### config.mk
export PLATFORM = sky130hd
export DESIGN_NAME = rom_arbiter
export DESIGN_NICKNAME = d
export VERILOG_FILES = /design/src/rtl/rom_arbiter.sv
export SDC_FILE = /design/constraint.sdc
export NUM_CORES = 1
export LEC_CHECK = 0
export CAP_MARGIN = 20
export CORE_MARGIN = 2
export CORE_UTILIZATION = 38
export CTS_CLUSTER_SIZE = 8
export DETAILED_ROUTE_END_ITERATION = 8
export GPL_ROUTABILITY_DRIVEN = 0
export PLACE_DENSITY = 0.75
export SETUP_SLACK_MARGIN = 0.02
export SLEW_MARGIN = 30
export SYNTH_ARGS = -nofsm -noshare
export SYNTH_HDL_FRONTEND = slang
export SYNTH_SLANG_ARGS = --single-unit
### constraint.sdc
create_clock -name clock -period 1.91 [get_ports clock]
set_input_delay 0.573 -clock clock [delete_from_list [all_inputs] [get_ports clock]]
set_output_delay 0.573 -clock clock [all_outputs]
set_load 0.05 [all_outputs]
### src/rtl/rom_arbiter.sv
// Two-port round-robin read arbiter for the shared synchronous ROM.
// Grants one requester, waits READ_WAIT edges, then returns the byte with a one-cycle ack.
module rom_arbiter #(
  parameter int READ_WAIT = 1,
  parameter int ADDR_BITS = 16
) (
  input  logic                 clock,
  input  logic                 reset,
  input  logic                 a_req,
  input  logic [ADDR_BITS-1:0] a_addr,
  output logic                 a_ack,
  output logic [7:0]           a_data,
  input  logic                 b_req,
  input  logic [ADDR_BITS-1:0] b_addr,
  output logic                 b_ack,
  output logic [7:0]           b_data,
  output logic [ADDR_BITS-1:0] rom_addr,
  input  logic [7:0]           rom_data,
  output logic                 busy
);

  typedef enum logic [1:0] {
    IDLE = 2'd0,
    WAIT = 2'd1,
    ACK  = 2'd2
  } state_t;

  localparam logic [3:0] CNT_INIT = 4'(READ_WAIT - 1);

  state_t     state;
  logic [3:0] cnt;
  logic       gnt_b;
  logic       last_grant_b;
  logic       pick_b;

  // On a tie, B wins only if A was served last.
  assign pick_b = b_req & (~a_req | ~last_grant_b);

  // NOTE: all state uses non-blocking assignments so every register samples pre-edge values.
  always_ff @(posedge clock or posedge reset) begin
    if (reset) begin
      state        <= IDLE;
      cnt          <= 4'd0;
      gnt_b        <= 1'b0;
      last_grant_b <= 1'b1;
      rom_addr     <= '0;
      a_ack        <= 1'b0;
      b_ack        <= 1'b0;
      a_data       <= 8'h00;
      b_data       <= 8'h00;
      busy         <= 1'b0;
    end else begin
      case (state)
        IDLE: begin
          if (a_req || b_req) begin
            rom_addr     <= pick_b ? b_addr : a_addr;
            gnt_b        <= pick_b;
            last_grant_b <= pick_b;
            cnt          <= CNT_INIT;
            busy         <= 1'b1;
            state        <= WAIT;
          end
        end
        WAIT: begin
          if (cnt != 4'd0) begin
            cnt <= cnt - 4'd1;
          end else begin
            if (gnt_b) begin
              b_data <= rom_data;
              b_ack  <= 1'b1;
            end else begin
              a_data <= rom_data;
              a_ack  <= 1'b1;
            end
            state <= ACK;
          end
        end
        ACK: begin
          // Requests are ignored here so a requester's registered deassert is not seen as new.
          a_ack <= 1'b0;
          b_ack <= 1'b0;
          busy  <= 1'b0;
          state <= IDLE;
        end
        default: begin
          a_ack <= 1'b0;
          b_ack <= 1'b0;
          busy  <= 1'b0;
          state <= IDLE;
        end
      endcase
    end
  end

endmodule

==> results of run 1 <==
-- stage by stage --
stage | utilization, % | area, um^2
after global routing | 59.0 | 2820
after CTS | 58.8 | 2820
final | 59.0 | 2820
after global placement | 57.1 | 2730
after floorplan | - | 1910
after detailed placement | 57.1 | 2730
-- worst max path at each step --
| stage | from | endpoint | slack (ps) | cells after the start |
|---|---|---|---|---|
| 2_1_floorplan | cnt[0] | a_data[0] | 120 | 6 |
| 3_3_place_gp | b_req | rom_addr[5] | -70 | 4 |
| 3_5_place_dp | b_req | rom_addr[14] | -90 | 4 |
| 4_1_cts | cnt[0] | a_data[5] | 90 | 6 |
| 5_1_grt | cnt[1] | a_data[3] | 40 | 6 |
| 6_report | cnt[0] | a_data[5] | 140 | 6 |
-- routing by layer --
layer	wire, um	vias up
li1	-	785
met1	1830	734
met2	1980	62
met3	394	4
met4	29	0
met5	0	-
-- cells by family after synthesis --
logic type	after synthesis
AND/OR/NAND/NOR	49
AO/OA/AOI/OAI	47
flip-flops	43
buffers and inverters	18
multiplexers	16
adder cells (fa/ha/maj)	2
-- layout by cell type (no fill, tap or decap), types with 2 or more instances in the layout --
| cell | count |
|---|---|
| a211oi_1 | 2 |
| a21oi_1 | 17 |
| a31oi_1 | 17 |
| buf_4 | 47 |
| clkbuf_8 | 5 |
| clkdlybuf4s50_1 | 43 |
| dfrtp_1 | 42 |
| inv_1 | 4 |
| inv_2 | 3 |
| mux2_2 | 8 |
| mux2_4 | 8 |
| nand2_1 | 33 |
| nand3_1 | 2 |
| o21ai_0 | 7 |
| or3_1 | 2 |
-- final cells by class --
cell class                      instances  area [um^2]
Sequential cell                        43         1080
Fill cell                             420         1960
Clock inverter                          2         12.5
Clock buffer                            6         72.6
Inverter                                7         26.3
Timing Repair Buffer                   91          795
Tap cell                               67         83.8
Multi-Input combinational cell        114          756
-- report_power, final --
part / switching [uW] / total (uW) / internal [uW]
Sequential: 268 / 1650 / 1380
Combinational: 2110 / 3320 / 1210
Clock: 294 / 549 / 255
Total: 2670 / 5520 / 2850
-- state kept, by name (all words and copies together) (netlist names) --
register,cells
rom_addr,16
a_data,8
b_data,8
cnt,4
state,2
a_ack,1
b_ack,1
busy,1
gnt_b,1
last_grant_b,1
==> reports/metrics.csv, run 1 <==
stage,metric,value,unit
layout,n_antenna_cell,0,
placement,portBuffers,78,
synthesis,synth_top_area_share,55.0,%
cts,post_cts_buffers,0,
timing,layout_setup_ws,137,ps
placement,post-dp-hpwl,3.26,mm
synthesis,netlist_top_cells_count,"42 x dfrtp_1, 33 x nand2_1, 17 x a21oi_1, 17 x a31oi_1",
timing,fin_crit,1770,ps
drt,detail-route-antenna-nets,0,
hold_path,min-delay-start,b_data[3],
cts,cts_hold_buf,0,
grt,antenna_found_initial,0,
drt,drt_wl_total,4.24,mm
drt,post_drt_wl_per_cell,12.8,um
hold_path,min_path_type,reg2reg,
grt,grt_use_total,16.1,%
timing,timing.hold.ws,510,ps
synthesis,yosysSeqAreaShare,56.4,%
floorplanning,core-area,4790,um^2
synthesis,syn_avg_cell_area,10.9,um^2
hold_path,hold_depth,1,
worst_setup_path,cp-start-kind,register,
floorplanning,die_y,74.9,um
worst_setup_path,worstPathCellList,inv_2 -> ha_2 -> nor3b_4 -> or3b_1 -> buf_6 -> mux2_4,
synthesis,synth-async-reset-ratio,100,%
grt,grt_first_pass_wirelength,6.82,mm
timing,fmax,564,MHz
power_and_ir_drop,vdd_ir_drop_max,0.783,mV
grt,met2_usage,26.6,%
timing,tightest_slew,535,ps
synthesis,synth_cells,175,
worst_setup_path,rrSetupSlack,140,ps
worst_setup_path,cp-end-kind,register,
cts,cts.clk_slew.worst_paths,80,ps
cts,cts_sinks,43,
synthesis,post-synth-top-area-cell,dfrtp_1,
synthesis,synthFlopType,dfrtp_1,
grt,gr-usage-met1,19.3,%
timing,rsz0062_at_grt,false,
cts,cts_buffers,5,
worst_setup_path,worstSetupPathType,reg2reg,
timing,skew,3.46,ps
flow_run,drv_cap,0,
synthesis,syn_nets,221,
timing,fin_crit_sh,92.9,%
synthesis,synth_top_family_by_area,compound AO/OA/AOI/OAI gates,
synthesis,synth_compound_area_share,14.5,%
drt,via_count,1585,
worst_setup_path,timing.critical_path.arrival,1950,ps
cts,clock_latency,290,ps
timing,fin_setup_tns,0,ps
floorplanning,fp.dieArea,5610,um^2
floorplanning,top_level_ports,79,
timing,setup_viol,0,
power_and_ir_drop,power,5520,uW
layout,area_growth_syn_to_layout,47.7,%
drt,drc,0,
cts,cts_resized,0,
placement,dp.cells,322,
drt,firstDrtPassIters,4,
worst_setup_path,crit_family,simple AND/OR/NAND/NOR gates,
hold_path,hold_path_end,b_data[3],
worst_setup_path,r2r_end,a_data[5],
power_and_ir_drop,powerDensity,1960,nW/um^2
floorplanning,initial_utilization,39.9,%
placement,post-place-ws,-93.3,ps
worst_setup_path,r2r_cells,6,
worst_setup_path,slowest_stage,dfrtp_1,
timing,finalHoldViolCount,0,
cts,clock_path_buffers,2,
synthesis,synth_xor_area_share,0,%
synthesis,ys_warn_count,0,
worst_setup_path,worstPathRequired,2090,ps
synthesis,synth.area.top_cells,"dfrtp_1 55%, nand2_1 6.5%, mux2_4 6.3%",
floorplanning,die_x,74.9,um
power_and_ir_drop,cellLeakagePower,0.00127,uW
grt,busiest_layer,met2,
layout,nets,308,
worst_setup_path,cp_max_fo,9,
cts,cts_root_buf,clkbuf_8,
timing,slew_headroom,64.3,%
synthesis,synth.most_common_cell,dfrtp_1,
floorplanning,num_rows,25,
synthesis,synth_mux_area_share,11.0,%
grt,met3_usage,6.56,%
layout,drive_gt1_share,30.0,%
grt,grt-ovfl-total,0,
timing,slew_viol_final,0,
drt,drt_iter0_drc,36,
grt,grt_pass1_vias,1519,
worst_setup_path,crit_buf_inv,2,
synthesis,synthAdderAreaFrac,1.31,%
worst_setup_path,r2r_start,cnt[0],
drt,routed_via_density,4.80,
synthesis,yosysUniqueCellTypes,32,
synthesis,synth-simple-area-share,12.6,%
cts,cts_tree,done,
grt,grt_max_degree,21,
synthesis,synth_area,1910,um^2
synthesis,synth_edf_count,0,
status,status,completed,
worst_setup_path,critPathMaxStageDelay,400,ps
cts,cts_max_level,2,
layout,stdcell_count,330,
synthesis,ys_ff_latch,43,
Note: power is estimated with default switching activity, not from simulation.
==> run 2, diff against run 1 <==
--- a/config.mk
+++ b/config.mk
@@ -7,11 +7,12 @@
 export LEC_CHECK = 0
 export CAP_MARGIN = 20
 export CORE_MARGIN = 2
-export CORE_UTILIZATION = 38
+export CORE_UTILIZATION = 35
+export CTS_CLUSTER_DIAMETER = 50
 export CTS_CLUSTER_SIZE = 8
 export DETAILED_ROUTE_END_ITERATION = 8
 export GPL_ROUTABILITY_DRIVEN = 0
-export PLACE_DENSITY = 0.75
+export PLACE_DENSITY = 0.7
 export SETUP_SLACK_MARGIN = 0.02
 export SLEW_MARGIN = 30
 export SYNTH_ARGS = -nofsm -noshare
==> reports/metrics.csv, run 2 (synthesized netlist as in run 1, its figures left out) <==
stage,metric,value,unit
drt,routed_via_density,4.90,
worst_setup_path,worstPathRequired,2100,ps
worst_setup_path,r2r_cells,6,
timing,rsz0062_at_grt,false,
layout,n_antenna_cell,0,
placement,post-dp-hpwl,3.34,mm
worst_setup_path,r2r_end,a_data[2],
cts,cts_sinks,43,
worst_setup_path,timing.critical_path.arrival,2010,ps
cts,cts_max_level,2,
timing,setup_viol,0,
worst_setup_path,worstSetupPathType,reg2reg,
worst_setup_path,cp-start-kind,register,
timing,slew_viol_final,0,
cts,post_cts_buffers,0,
floorplanning,num_rows,26,
timing,fmax,548,MHz
cts,cts.clk_slew.worst_paths,90,ps
power_and_ir_drop,vdd_ir_drop_max,0.926,mV
grt,grt_pass1_vias,1672,
status,status,completed,
timing,timing.hold.ws,498,ps
layout,stdcell_count,333,
grt,grt_max_degree,21,
hold_path,min_path_type,in2async,
drt,via_count,1631,
floorplanning,fp.dieArea,6070,um^2
floorplanning,core-area,5170,um^2
timing,fin_crit_sh,95.6,%
timing,finalHoldViolCount,0,
floorplanning,top_level_ports,79,
worst_setup_path,cp_max_fo,9,
layout,mostFrequentLayoutCell,buf_4,
grt,grt_first_pass_wirelength,7.49,mm
cts,clock_path_buffers,2,
cts,cts_tree,done,
floorplanning,die_y,77.9,um
floorplanning,die_x,77.9,um
layout,final_cell_mix,"47 x buf_4, 43 x clkdlybuf4s50_1, 42 x dfrtp_1",
placement,dp.cells,325,
layout,drive_gt1_share,29.7,%
power_and_ir_drop,cellLeakagePower,0.00130,uW
grt,grt-ovfl-total,0,
flow_run,drv_cap,0,
layout,finish.utilization,55.2,%
drt,detail-route-antenna-nets,0,
worst_setup_path,cp-end-kind,register,
drt,drt_wl_total,4.59,mm
timing,tightest_slew,578,ps
drt,post_drt_wl_per_cell,13.8,um
cts,cts_hold_buf,0,
placement,place_area,2740,um^2
timing,skew,8.85,ps
cts,cts_root_buf,clkbuf_8,
placement,portBuffers,78,
layout,regMostFlops,rom_addr,
cts,clock_latency,300,ps
power_and_ir_drop,powerDensity,2000,nW/um^2
drt,drc,0,
layout,area_growth_syn_to_layout,49.5,%
layout,nets,308,
grt,grt_use_total,15.7,%
cts,cts_resized,0,
drt,drt_iter0_drc,79,
drt,firstDrtPassIters,4,
worst_setup_path,r2r_start,cnt[1],
cts,cts_buffers,5,
layout,largest_reg_flops,16,
timing,slew_headroom,61.4,%
layout,reg.largest.list,"rom_addr: 16 flops, a_data: 8 flops, b_data: 8 flops",
layout,design_area,2860,um^2
timing,fin_crit,1830,ps
grt,antenna_found_initial,0,
floorplanning,initial_utilization,36.9,%
worst_setup_path,rrSetupSlack,80,ps
run 2: routing by layer:
metal | GRT usage [%] | wire (um) | vias to the layer above
li1 | - | - | 787
met1 | 17.9 | 2000 | 782
met2 | 27.1 | 2210 | 54
met3 | 4.42 | 296 | 8
met4 | 7.50 | 88 | 0
met5 | 0 | 0 | -
run 2: worst max path at each step:
stage / to / start / slack (ps) / depth (start not counted)
finish: a_data[2] / cnt[1] / 80 / 6
global route: rom_addr[11] / b_req / 20 / 4
CTS: a_data[2] / cnt[0] / 60 / 6
detailed placement: rom_addr[4] / b_req / -170 / 4
global placement: rom_addr[11] / b_req / -110 / 4
floorplan: a_data[0] / cnt[0] / 120 / 6
run 2: critical path, stage by stage, from the launching register on:
cell and delay, ps:
dfrtp_1 410, inv_1 80, ha_1 170, nor3b_4 200
or3b_1 380, buf_6 170, mux2_4 300
run 2: final cells by class:
cell class	count	area, um^2
multi-input combinational	114	753
inverter	7	26.3
timing repair buffer	91	795
tap	70	87.6
fill	479	2320
clock buffer	6	82.6
clock inverter	2	35.0
sequential	43	1080
run 2: metrics by stage:
stage	total power [uW]	TNS, ps	setup slack [ps]
final	5720	0	84.7
after global placement	4960	-1580	-108
after global routing	6050	0	24.4
after detailed placement	5020	-2190	-175
after CTS	5770	0	62.1
after floorplan	3980	0	122
run 2: report_power, final:
group / leakage [uW] / total [uW] / switching [uW] / internal [uW]
logic: 0.000737 / 3330 / 2120 / 1210
clock network: 0.0000612 / 742 / 319 / 423
registers: 0.000498 / 1650 / 269 / 1380
